===== src/rtl/core_run_ctrl_if.sv =====
// core_run_ctrl_if: host program-load handshake plus the instruction-memory write port
// driven by the run controller.
interface core_run_ctrl_if #(parameter int DATA_W = 32, parameter int AW = 9);
   logic              load_valid;
   logic              load_last;
   logic              load_ready;
   logic [DATA_W-1:0] load_data;
   logic              imem_we;
   logic [AW-1:0]     imem_waddr;
   logic [DATA_W-1:0] imem_wdata;
   modport master (output load_valid, load_data, load_last,
                   input  load_ready, imem_we, imem_waddr, imem_wdata);
   modport slave  (input  load_valid, load_data, load_last,
                   output load_ready, imem_we, imem_waddr, imem_wdata);
endinterface


===== src/rtl/core_run_ctrl.sv =====
// core_run_ctrl: load/run sequencer for the single-cycle core; optional single-step gating
// is enabled by defining CORE_RUN_CTRL_STEP_EN.
module core_run_ctrl #(
   parameter int DATA_W     = 32,
   parameter int IMEM_DEPTH = 512,
   parameter int MAX_INSTR  = 0
) (
   input  logic              clk1,
   input  logic              reset1_n,
   input  logic              load_start,
   input  logic              run_start,
   input  logic              abort,
   input  logic [DATA_W-1:0] instr,
`ifdef CORE_RUN_CTRL_STEP_EN
   input  logic              step_mode,
   input  logic              step_req,
`endif
   core_run_ctrl_if.slave    lif,
   output logic              core_reset,
   output logic              pc_en,
   output logic              commit_en,
   output logic              busy,
   output logic              halted,
   output logic              timeout,
   output logic              load_err,
   output logic [31:0]       instr_count
);
   localparam int AW = $clog2(IMEM_DEPTH);
   localparam logic [2:0] IDLE = 3'd0, LOAD = 3'd1, PRIME = 3'd2, RUN = 3'd3, HALT = 3'd4;
   logic [2:0]    st, st_nx;
   logic [AW-1:0] cnt;
   logic [31:0]   cnt_nx;
   logic          xfer, ebreak, step_ok, commit, lim_hit, last_slot;
`ifdef CORE_RUN_CTRL_STEP_EN
   assign step_ok = !step_mode || step_req;
`else
   assign step_ok = 1'b1;
`endif
   assign xfer      = st == LOAD && lif.load_valid;
   assign last_slot = cnt == AW'(IMEM_DEPTH - 1);
   assign ebreak    = st == RUN && instr == DATA_W'(32'h00100073);
   assign commit    = st == RUN && !ebreak && step_ok;
   assign cnt_nx    = instr_count + 32'(instr_count != 32'hFFFF_FFFF);
   assign lim_hit   = MAX_INSTR != 0 && commit && cnt_nx == 32'(MAX_INSTR);
   assign lif.load_ready = st == LOAD;
   assign lif.imem_we    = xfer;
   assign lif.imem_waddr = cnt;
   assign lif.imem_wdata = lif.load_data;
   assign core_reset = st == IDLE || st == LOAD || st == PRIME;
   assign pc_en      = commit;
   assign commit_en  = commit;
   assign busy       = st == LOAD || st == PRIME || st == RUN;
   assign halted     = st == HALT;
   always_comb begin
      st_nx = st;
      case (st)
         IDLE, HALT: st_nx = load_start ? LOAD : run_start ? PRIME : st;
         LOAD:       st_nx = xfer && (lif.load_last || last_slot) ? IDLE : LOAD;
         PRIME:      st_nx = RUN;
         RUN:        st_nx = ebreak || lim_hit || abort ? HALT : RUN;
         default:    st_nx = IDLE;
      endcase
   end
   always_ff @(posedge clk1 or negedge reset1_n) begin
      if (!reset1_n) begin
         st          <= IDLE;
         cnt         <= '0;
         instr_count <= '0;
         timeout     <= 1'b0;
         load_err    <= 1'b0;
      end else begin
         st <= st_nx;
         if ((st == IDLE || st == HALT) && load_start) begin
            cnt      <= '0;
            load_err <= 1'b0;
         end else if (xfer) begin
            cnt      <= cnt + AW'(1);
            load_err <= !lif.load_last && last_slot;
         end
         if (st == PRIME) begin
            instr_count <= '0;
            timeout     <= 1'b0;
         end else if (commit) begin
            instr_count <= cnt_nx;
         end
         if (lim_hit) timeout <= 1'b1;
      end
   end
endmodule


===== src/flat_wrapper.sv =====
// flat-port wrapper written by rule: the top's interface ports become plain ports
module core_run_ctrl_flat 
#(
   parameter int DATA_W     = 32,
   parameter int IMEM_DEPTH = 512,
   parameter int MAX_INSTR  = 0
)
  (clk1, reset1_n, load_start, run_start, abort, instr, core_reset, pc_en, commit_en, busy, halted, timeout, load_err, instr_count, lif_load_valid, lif_load_data, lif_load_last, lif_load_ready, lif_imem_we, lif_imem_waddr, lif_imem_wdata);
  core_run_ctrl_if #(.DATA_W(DATA_W), .AW(9)) lif_i ();
  input  logic clk1;
  input  logic reset1_n;
  input  logic load_start;
  input  logic run_start;
  input  logic abort;
  input  logic [DATA_W-1:0] instr;
  output logic core_reset;
  output logic pc_en;
  output logic commit_en;
  output logic busy;
  output logic halted;
  output logic timeout;
  output logic load_err;
  output logic [31:0] instr_count;
  input wire logic [$bits(lif_i.load_valid)-1:0] lif_load_valid;
  input wire logic [$bits(lif_i.load_data)-1:0] lif_load_data;
  input wire logic [$bits(lif_i.load_last)-1:0] lif_load_last;
  output wire logic [$bits(lif_i.load_ready)-1:0] lif_load_ready;
  output wire logic [$bits(lif_i.imem_we)-1:0] lif_imem_we;
  output wire logic [$bits(lif_i.imem_waddr)-1:0] lif_imem_waddr;
  output wire logic [$bits(lif_i.imem_wdata)-1:0] lif_imem_wdata;
  assign lif_i.load_valid = lif_load_valid;
  assign lif_i.load_data = lif_load_data;
  assign lif_i.load_last = lif_load_last;
  assign lif_load_ready = lif_i.load_ready;
  assign lif_imem_we = lif_i.imem_we;
  assign lif_imem_waddr = lif_i.imem_waddr;
  assign lif_imem_wdata = lif_i.imem_wdata;
  core_run_ctrl #(.DATA_W(DATA_W), .IMEM_DEPTH(IMEM_DEPTH), .MAX_INSTR(MAX_INSTR)) u_core (.clk1(clk1), .reset1_n(reset1_n), .load_start(load_start), .run_start(run_start), .abort(abort), .instr(instr), .lif(lif_i), .core_reset(core_reset), .pc_en(pc_en), .commit_en(commit_en), .busy(busy), .halted(halted), .timeout(timeout), .load_err(load_err), .instr_count(instr_count));
endmodule

===== config.mk =====
export PLATFORM = sky130hd
export DESIGN_NAME = core_run_ctrl_flat
export DESIGN_NICKNAME = d
export VERILOG_FILES = /design/src/rtl/core_run_ctrl_if.sv /design/src/rtl/core_run_ctrl.sv /design/src/flat_wrapper.sv
export SDC_FILE = /design/constraint.sdc
export NUM_CORES = 1
export LEC_CHECK = 0
export CORE_MARGIN = 2
export CORE_UTILIZATION = 42
export DETAILED_ROUTE_END_ITERATION = 7
export MAX_ROUTING_LAYER = met4
export PLACE_DENSITY_LB_ADDON = 0.12
export SYNTH_ARGS = -nofsm -noshare
export SYNTH_HDL_FRONTEND = slang
export SYNTH_SLANG_ARGS = --single-unit

===== constraint.sdc =====
create_clock -name clk1 -period 4.5 [get_ports clk1]
set_clock_uncertainty 0.1 [all_clocks]
set_input_delay 0.675 -clock clk1 [delete_from_list [all_inputs] [get_ports clk1]]
set_output_delay 0.675 -clock clk1 [all_outputs]
set_load 0.01 [all_outputs]

==> results of run 1 <==
## area by class of cell
cell class | count | area (um2)
Multi-Input combinational cell | 206 | 1320
Timing Repair Buffer | 92 | 903
Inverter | 8 | 30.0
Clock inverter | 1 | 5.00
Fill cell | 593 | 2810
Clock buffer | 7 | 96.3
Tap cell | 77 | 96.3
Sequential cell | 45 | 1130
## registers in the layout, summed over array words and instances (netlist names)
register,flops
u_core.load_err,1
u_core.lif.imem_waddr,9
u_core.st,3
u_core.instr_count,32
## stage by stage
stage / util [%] / power, W
after global routing: 55.9 / 0.00124
final: 55.9 / 0.00117
after detailed placement: 54.3 / 0.000892
after global placement: 54.3 / 0.000886
after CTS: 55.9 / 0.00118
after floorplan: - / 0.000724
## worst max-delay path, delay by kind of cell
family,cells,cell delay [ns]
buffers and inverters,4,1.16
and+or+nand+nor,2,0.46
AOI/OAI and AO/OA,1,0.21
## path summary, 6_finish.rpt
kind / start / endpoint / slack [ns] / cells after the start
min in group clk1: u_core.load_err$_DFFE_PN0P_ / u_core.load_err$_DFFE_PN0P_ / 0.45 / 2
hold / removal: reset1_n / u_core.lif.imem_waddr[6]$_DFFE_PN0P_ / 0.45 / 1
setup / recovery: instr[24] / commit_en / 1.21 / 7
max in group asynchronous: reset1_n / u_core.instr_count[4]$_DFFE_PN0P_ / 3.20 / 1
hold reg to reg: u_core.load_err$_DFFE_PN0P_ / u_core.load_err$_DFFE_PN0P_ / 0.45 / 2
setup reg to reg: u_core.instr_count[4]$_DFFE_PN0P_ / u_core.instr_count[30]$_DFFE_PN0P_ / 1.27 / 10
## metal layers
metal,global-route usage [%],vias to the layer above,wire length (um)
li1,-,1196,-
met1,28.3,1159,3320
met2,28.0,53,3260
met3,3.70,8,345
met4,5.92,0,80
met5,-,-,0
## cell usage in the layout (no fill, tap or decap), types with 4 or more instances in the layout
master / Yosys / layout
clkdlybuf4s50_1: 0 / 86
dfrtp_1: 45 / 45
nor2_1: 24 / 24
nand2_1: 21 / 21
a21oi_1: 20 / 20
o21ai_0: 14 / 14
nand4_1: 13 / 13
xor2_1: 11 / 11
o31ai_1: 11 / 11
or4_1: 11 / 11
nand3_1: 10 / 10
or3_1: 9 / 9
inv_1: 8 / 8
o211ai_1: 8 / 8
clkbuf_8: 0 / 7
and3_1: 5 / 5
o2111ai_1: 5 / 5
buf_4: 34 / 5
nor3_1: 4 / 4
nor4_1: 4 / 4
ha_1: 4 / 4
## power groups by stage
stage | combinational (W) | sequential (W) | clock (W)
finish | 0.000392 | 0.000493 | 0.000285
global route | 0.000431 | 0.000500 | 0.000306
CTS | 0.000393 | 0.000492 | 0.000291
detailed placement | 0.000392 | 0.000500 | 0
global placement | 0.000387 | 0.000499 | 0
floorplan | 0.000231 | 0.000493 | 0
## logic make-up (layout without fill, tap and decap cells)
family / after synthesis / in the layout / share of synthesized area [%]
XOR/XNOR: 14 / 14 / 4.42
buffers and inverters: 55 / 108 / 12.4
flip-flops: 45 / 45 / 40.6
other: 1 / 1 / 0.135
AO/OA/AOI/OAI: 67 / 67 / 15.4
adder cells (fa/ha/maj): 4 / 4 / 1.80
AND/OR/NAND/NOR: 120 / 120 / 25.3
==> results, run 1 <==
- The logic gate share of total power is 33.5%.
- The detailed-route via count is 2,416.
- By count the netlist is led by 45 x dfrtp_1, 34 x buf_4, 24 x nor2_1.
- In this run the cell area of the synthesized design comes to 0.00278 mm2.
- The total wire length after detailed routing is 7.01 mm.
- Summing the sequential cell areas from Yosys gives 40.6% of the chip area.
- The initial core utilization is 43.5%.
- The library cell with the highest instance count after synthesis is dfrtp_1.
- The global-route wire length before repair is 11.2 mm.
- The placed instances occupy a cell area of 0.00347 mm2.
- The Yosys step of the flow raised 0 warnings.
- The DRC violation count after routing is 0.
- Counting every instance in the synthesized netlist gives 306.
- The worst setup path is captured at an output port.
- Summing all non-filler instances in the final layout gives an area of roughly 0.0036 mm2.
- Summed over all layers, the global routing overflow is 0.
- The max-cap violation count is 0.
- The max-slew violation total from the final report is 0.
- The final HPWL from detailed placement is 4.99 mm.
- In this run the power spent charging and discharging nets is just over 0.0004 W.
- The TritonCTS clock tree is done.
- The via count of the first global-routing pass is 2,199.
- The synthesized design contains 45 register bits.
- After clock tree synthesis, the repair step resized 0 gates.
- The die extent in x is 85.3 um.
- After clock tree synthesis, the flow added hold-fix buffers numbering 0.
- The post-synthesis cell type count is 41.
- Setup repair after global routing left no endpoint under its margin.
- In the routed layout, each cell is associated on average with a via count of 5.54.
- The number of placed instances with taps included is 428.
- The critical path is of the input port to output port type.
- Setup violations remaining at the end of the flow were counted as 0.
- The initial antenna violation count is 0.
- The number of H-tree levels is 2.
- 0 antenna diodes ended up in the layout.
- In this run the worst path has a maximum fanout of 12.
- The worst-skew pair later-pin latency is 0.30 ns.
- In the global route stage, overall resource usage came out at 19.6%.
- The core area is 0.00639 mm2.
- The maximum number of pins on one net before global-route repair is between 40 and 50.
- The die footprint is 0.00727 mm2.
- The signal on the critical path passes through clkdlybuf4s50_1 > nor4_1 > nand4_1 > buf_4 > o21ai_2 > inv_1 > clkdlybuf4s50_1.
- The tightest hold margin is about 0.45 ns.
- Compared with the post-synthesis result, the final layout area differs by 28.7%.
- For the pin with the worst max-slew slack, the measured transition is ~1.0 ns.
- The headroom to the max-slew limit is a little under a third.
- The internal power of the cells totals about 0.00076 W.
- The sequential cell fraction of total power is 42.2%.
- The initialized floorplan defines 29 standard-cell rows.
- The maximum clock rate is a little over 300 MHz.
- The first TritonRoute pass finished after 4 iterations.
- After synthesis, the largest area contributor takes up between 40% and 50% of total cell area.
- Net switching is 35.0% of the power.
- Among the stages of the critical path, the cell type that occurs most often is clkdlybuf4s50_1.
- The count of nets after finishing is 433.
- The clock network accounts for between 20% and 30% of the total power.
- Clock tree synthesis inserted a total of 5 buffers.
- Counting flops with a built-in enable in the synthesized netlist gives 0.
- The root buffer cell chosen for the clock tree is clkbuf_8.
- The count of buffers added on input and output ports is between 80 and 90.
- Before CTS, the worst setup slack after placement is 1.22 ns.
- The worst endpoint required time is 3.72 ns.
- By area the synthesized netlist is led by dfrtp_1 41%, buf_4 9.2%, a21oi_1 3.6%, xor2_1 3.5%, nor2_1 3.2%.
- The ratio of final minimum period to clock period is about 73%.
- The proportion of register bits with asynchronous set or reset after synthesis is 100%.
- CTS saw 45 sinks.
- The total negative slack for setup checks is 0 ns.
- For this block, the initial DRC count from the detailed router was 142.
- Dividing the detail-routed wire length by the instance count gives about 16 um.
- The shortest clock period the worst path allows after layout is 3.29 ns.
- The maximum clock path buffer count is 2.
- The slack of the critical path is 1.21 ns.
- The cell taking the most area after synthesis is dfrtp_1.
- The power density of the placed cells is 328 mW/mm2.
- Among all stages on the critical path, the largest delay is contributed by clkdlybuf4s50_1.
- The startpoint type of the worst setup path is an input port.
- The finished layout holds 436 standard cells, fillers aside.
- In this design, the stage delay of the slowest critical-path cell is ~0.48 ns.
- The number of nets handed over by synthesis was ~380.
- The arrival time at the worst endpoint is between 2 and 3 ns.
- The most used flip-flop cell after synthesis is dfrtp_1.
- The mean instance size in the synthesized netlist is between 9 and 10 um2.
- In this run the remaining antenna-violating nets after routing total 0.
- The count of buffers added by post-CTS timing repair for setup is 0.
- The final number of hold-violating endpoints came to 0.
- The largest vdd supply drop is 0.201 mV.
- The weighted congestion at the end of routability-driven global placement is 0.759.
- Cells with a size suffix above 1 make up 6.41% of the layout.
- Measured along the y axis, the die boundary spans between 80 and 90 um.
- The run finished with clean final reports.
- In this run the static leakage power is 1.41 nW.
- The worst hold path belongs to the class input port to async pin.
- Clock-pin slew was measured on the worst setup and hold paths at about 0.080 ns.
- The top-level port count is 153.
Note: power is estimated with default switching activity, not from simulation.
==> run 2, diff against run 1 <==
--- a/config.mk
+++ b/config.mk
@@ -6,7 +6,7 @@
 export NUM_CORES = 1
 export LEC_CHECK = 0
 export CORE_MARGIN = 2
-export CORE_UTILIZATION = 42
+export CORE_UTILIZATION = 35
 export DETAILED_ROUTE_END_ITERATION = 7
 export MAX_ROUTING_LAYER = met4
 export PLACE_DENSITY_LB_ADDON = 0.12
==> constraint.sdc (replaced) <==
create_clock -name clk1 -period 2.9 [get_ports clk1]
set_clock_uncertainty 0.1 [all_clocks]
set_input_delay 0.435 -clock clk1 [delete_from_list [all_inputs] [get_ports clk1]]
set_output_delay 0.435 -clock clk1 [all_outputs]
set_load 0.01 [all_outputs]
==> run 2 against run 1 <==
Against the previous run:
- first-iteration DRC count fell by 17%
- routed wire length is 1.3% higher
- critical endpoint unchanged
- clock power up 40%
==> results, run 2 (same netlist as run 1, synthesis figures left out) <==
- Result of the run: complete, no violations (unchanged).
- The TritonCTS clock tree was done (unchanged).
- The length of routed wiring on met1 came to 3.36 mm (was 3.32 mm).
- The path type of the worst setup path was input port to output port (unchanged).
- The y dimension of the die is 93.0 um (was 85.3 um).
- The total internal power came to 0.00116 W (was 0.000760 W).
- The detailed-routing iteration count for the pre-antenna-repair pass is 4 (unchanged).
- The switching share of power is 35.7% (was 35.0%).
- The final HPWL from detailed placement is 5.38 mm (was 4.99 mm).
- The count of non-filler cells in the finished layout is 471 (was 436).
- The ratio of final minimum period to clock period is 93.7%.
- The core area is 0.00769 mm2 (was 0.00639 mm2).
- The startpoint type of the worst setup path was an input port (unchanged).
- The routed wire length per instance is 15.1 um (was 16.1 um).
- The via count of the first global-routing pass is 2,388 (was 2,199).
- The part of the power in the clock network came to 22.2% (was 24.3%).
- The number of setup violations in the final report came to 0 (unchanged).
- The root buffer cell is clkbuf_8 (unchanged).
- The count of filler cells inserted in the layout was 743 (was 593).
- The class of the tightest hold or removal check is register to register (was input port to async pin).
- Unrepaired setup endpoints after global routing: false (unchanged).
- The area added between synthesis and finish is 32.2% (was 28.7%).
- The number of sinks on the clock net is 45 (unchanged).
- The detailed-route via count is 2,485 (was 2,416).
- The top-level port count was 153 (unchanged).
- The register with the most flip-flops was u_core.instr_count (unchanged).
- The most used cell along the critical path is clkdlybuf4s50_1 (unchanged).
- Commonest cells after routing, fill and taps aside: 86 x clkdlybuf4s50_1, 45 x dfrtp_1, 24 x nor2_1 (unchanged).
- The total leakage power came to 1.45 nW (was 1.41 nW).
- The max-slew violation total from the final report is 0 (unchanged).
- The total wire length after detailed routing is 7.10 mm (was 7.01 mm).
- The post-route cell area is 0.00367 mm2 (was 0.00357 mm2).
- The final number of hold-violating endpoints is 0 (unchanged).
- The shortest clock period the worst path allows after layout is roughly 2.7 ns.
- The number of H-tree levels is 2 (unchanged).
- The fraction of final layout cells with drive strength greater than 1 is 8.67% (was 6.41%).
- The count of standard-cell rows came to 32 (was 29).
- The count of routing violations after the opening detailed-route iteration was 118 (was 142).
- The register clock-pin slew on the reported worst setup and hold paths came to 0.08 ns (about the same).
- The number of flip-flops under the largest register name is 32 (unchanged).
- The average via count per standard cell is 5.28 (was 5.54).
- The initial antenna violation count was 0 (unchanged).
- The number of diodes added for antenna fixing came to 0 (unchanged).
- The power density of the placed cells was 490 mW/mm2 (was 328 mW/mm2).
- The die footprint is 0.00866 mm2 (was 0.00727 mm2).
- The maximum clock path buffer count is 2 (unchanged).
- The maximum number of pins on one net before global-route repair is 30 (was 46).
- The met3 layer wire length in the routed design is 313 um (was 345 um).
- The uppermost layer routed is met4 (unchanged).
- The logic gate share of total power is 36.0% (was 33.5%).
- Cell chain of the critical path: clkdlybuf4s50_1 > nor4b_1 > nand4_1 > o21ai_2 > inv_1 > clkdlybuf4s50_1 (was clkdlybuf4s50_1 > nor4_1 > nand4_1 > buf_4 > o21ai_2 > inv_1 > clkdlybuf4s50_1).
- The count of nets after finishing is 443 (was 433).
- The overall global routing resource usage was 17.0% (was 19.6%).
- The DRC violation count after routing came to 0 (unchanged).
- The critical path endpoint category is an output port (unchanged).
- The number of placed instances with taps included came to 462 (was 428).
- The worst endpoint required time is 2.37 ns (was 3.72 ns).
- The global-route wire length before repair came to 11.5 mm (was 11.2 mm).
- The worst-path maximum fanout is 2 (was 12).
- The arrival time at the worst endpoint is 2.18 ns (was 2.51 ns).
- The weighted congestion at the end of routability-driven global placement was 0.750 (was 0.759).
- The placed standard-cell area was 0.00357 mm2 (was 0.00347 mm2).
- The slew at the pin closest to its max-slew limit came to 0.794 ns (was 1.05 ns).
- The power spent charging and discharging nets is 0.000642 W (was 0.000410 W).
- The maximum clock rate is roughly 370 MHz.
- The number of buffers added on ports is 87 (unchanged).
- The remaining antenna violation count came to 0 (unchanged).
- The stage delay of the slowest cell on the critical path is 0.48 ns (about the same).
- The sequential cell fraction of total power is 41.9% (was 42.2%).
- The die extent in x is 93.0 um (was 85.3 um).
- The slowest cell on the critical path is clkdlybuf4s50_1 (unchanged).
- The routed length on met2 is 3.39 mm (was 3.26 mm).
- The CTS buffer count is 5 (unchanged).
- The worst-skew pair later-pin latency is 0.30 ns (about the same).
- The max-cap violation count is 0 (unchanged).
- The headroom to the max-slew limit is 46.8% (was 30.0%).
- The most common library cell in the layout ignoring fill and taps is clkdlybuf4s50_1 (unchanged).
- The total negative slack for setup checks is 0 ns (unchanged).
- The largest vdd supply drop is 0.188 mV (was 0.201 mV).
- The initial core utilization is 36.1% (was 43.5%).
- The total global routing overflow was 0 (unchanged).
-- run 2: area by class of cell --
type                            count  area (um2)  area share (%)
Timing Repair Buffer              102         981            26.7
Clock inverter                      2        15.0           0.409
Multi-Input combinational cell    206        1320            35.9
Tap cell                          102         128            3.48
Clock buffer                        6        72.6            1.98
Sequential cell                    45        1130            30.7
Inverter                            8        30.0           0.818
-- run 2: what timing repair did --
| item | in CTS | in global routing |
|---|---|---|
| endpoints found under the hold margin | 15 | 0 |
| resized for setup | 0 | 1 |
| setup buffers | 0 | 0 |
| hold buffers | 1 | 0 |
| endpoints found under the setup margin | 0 | 1 |
-- run 2: worst paths after layout --
check	slack (ns)	end	startpoint	depth (start not counted)
max	0.18	commit_en	instr[17]	6
max reg2reg	0.20	u_core.instr_count[28]$_DFFE_PN0P_	u_core.instr_count[6]$_DFFE_PN0P_	10
min	0.46	u_core.load_err$_DFFE_PN0P_	u_core.load_err$_DFFE_PN0P_	2
max in group asynchronous	1.46	u_core.instr_count[19]$_DFFE_PN0P_	reset1_n	3
min in group asynchronous	0.51	u_core.lif.imem_waddr[0]$_DFFE_PN0P_	reset1_n	2
min reg2reg	0.46	u_core.load_err$_DFFE_PN0P_	u_core.load_err$_DFFE_PN0P_	2
-- run 2: per-stage QoR --
| step | total power, W | hold slack [ns] | utilization, % | setup slack, ns |
|---|---|---|---|---|
| global placement | 0.00141 | 0.324 | 46.4 | 0.170 |
| CTS | 0.00181 | 0.466 | 47.7 | 0.138 |
| detailed placement | 0.00141 | 0.326 | 46.4 | 0.134 |
| global route | 0.00190 | 0.507 | 47.7 | 0.0265 |
| floorplan | 0.00112 | 0.0394 | - | 0.174 |
| finish | 0.00180 | 0.460 | 47.7 | 0.181 |
-- run 2: critical path, delay by kind of cell --
kind,cells,cell delay (ns)
compound gates,1,0.26
buf+inv,3,0.97
simple gates,2,0.52
-- run 2: layer usage --
layer / vias up / global-route usage, %
li1: 1210 / -
met2: 67 / 26.1
met3: 8 / 2.82
met4: 0 / 4.66
met1: 1200 / 23.4
met5: - / -
-- run 2: power by group through the flow --
stage          clock network (W)  registers (W)  logic, W
5_1_grt                 0.000436       0.000763  0.000705
4_1_cts                 0.000410       0.000752  0.000652
3_5_place_dp                   0       0.000764  0.000650
3_3_place_gp                   0       0.000765  0.000644
6_report                0.000398       0.000752  0.000647
2_1_floorplan                  0       0.000765  0.000358
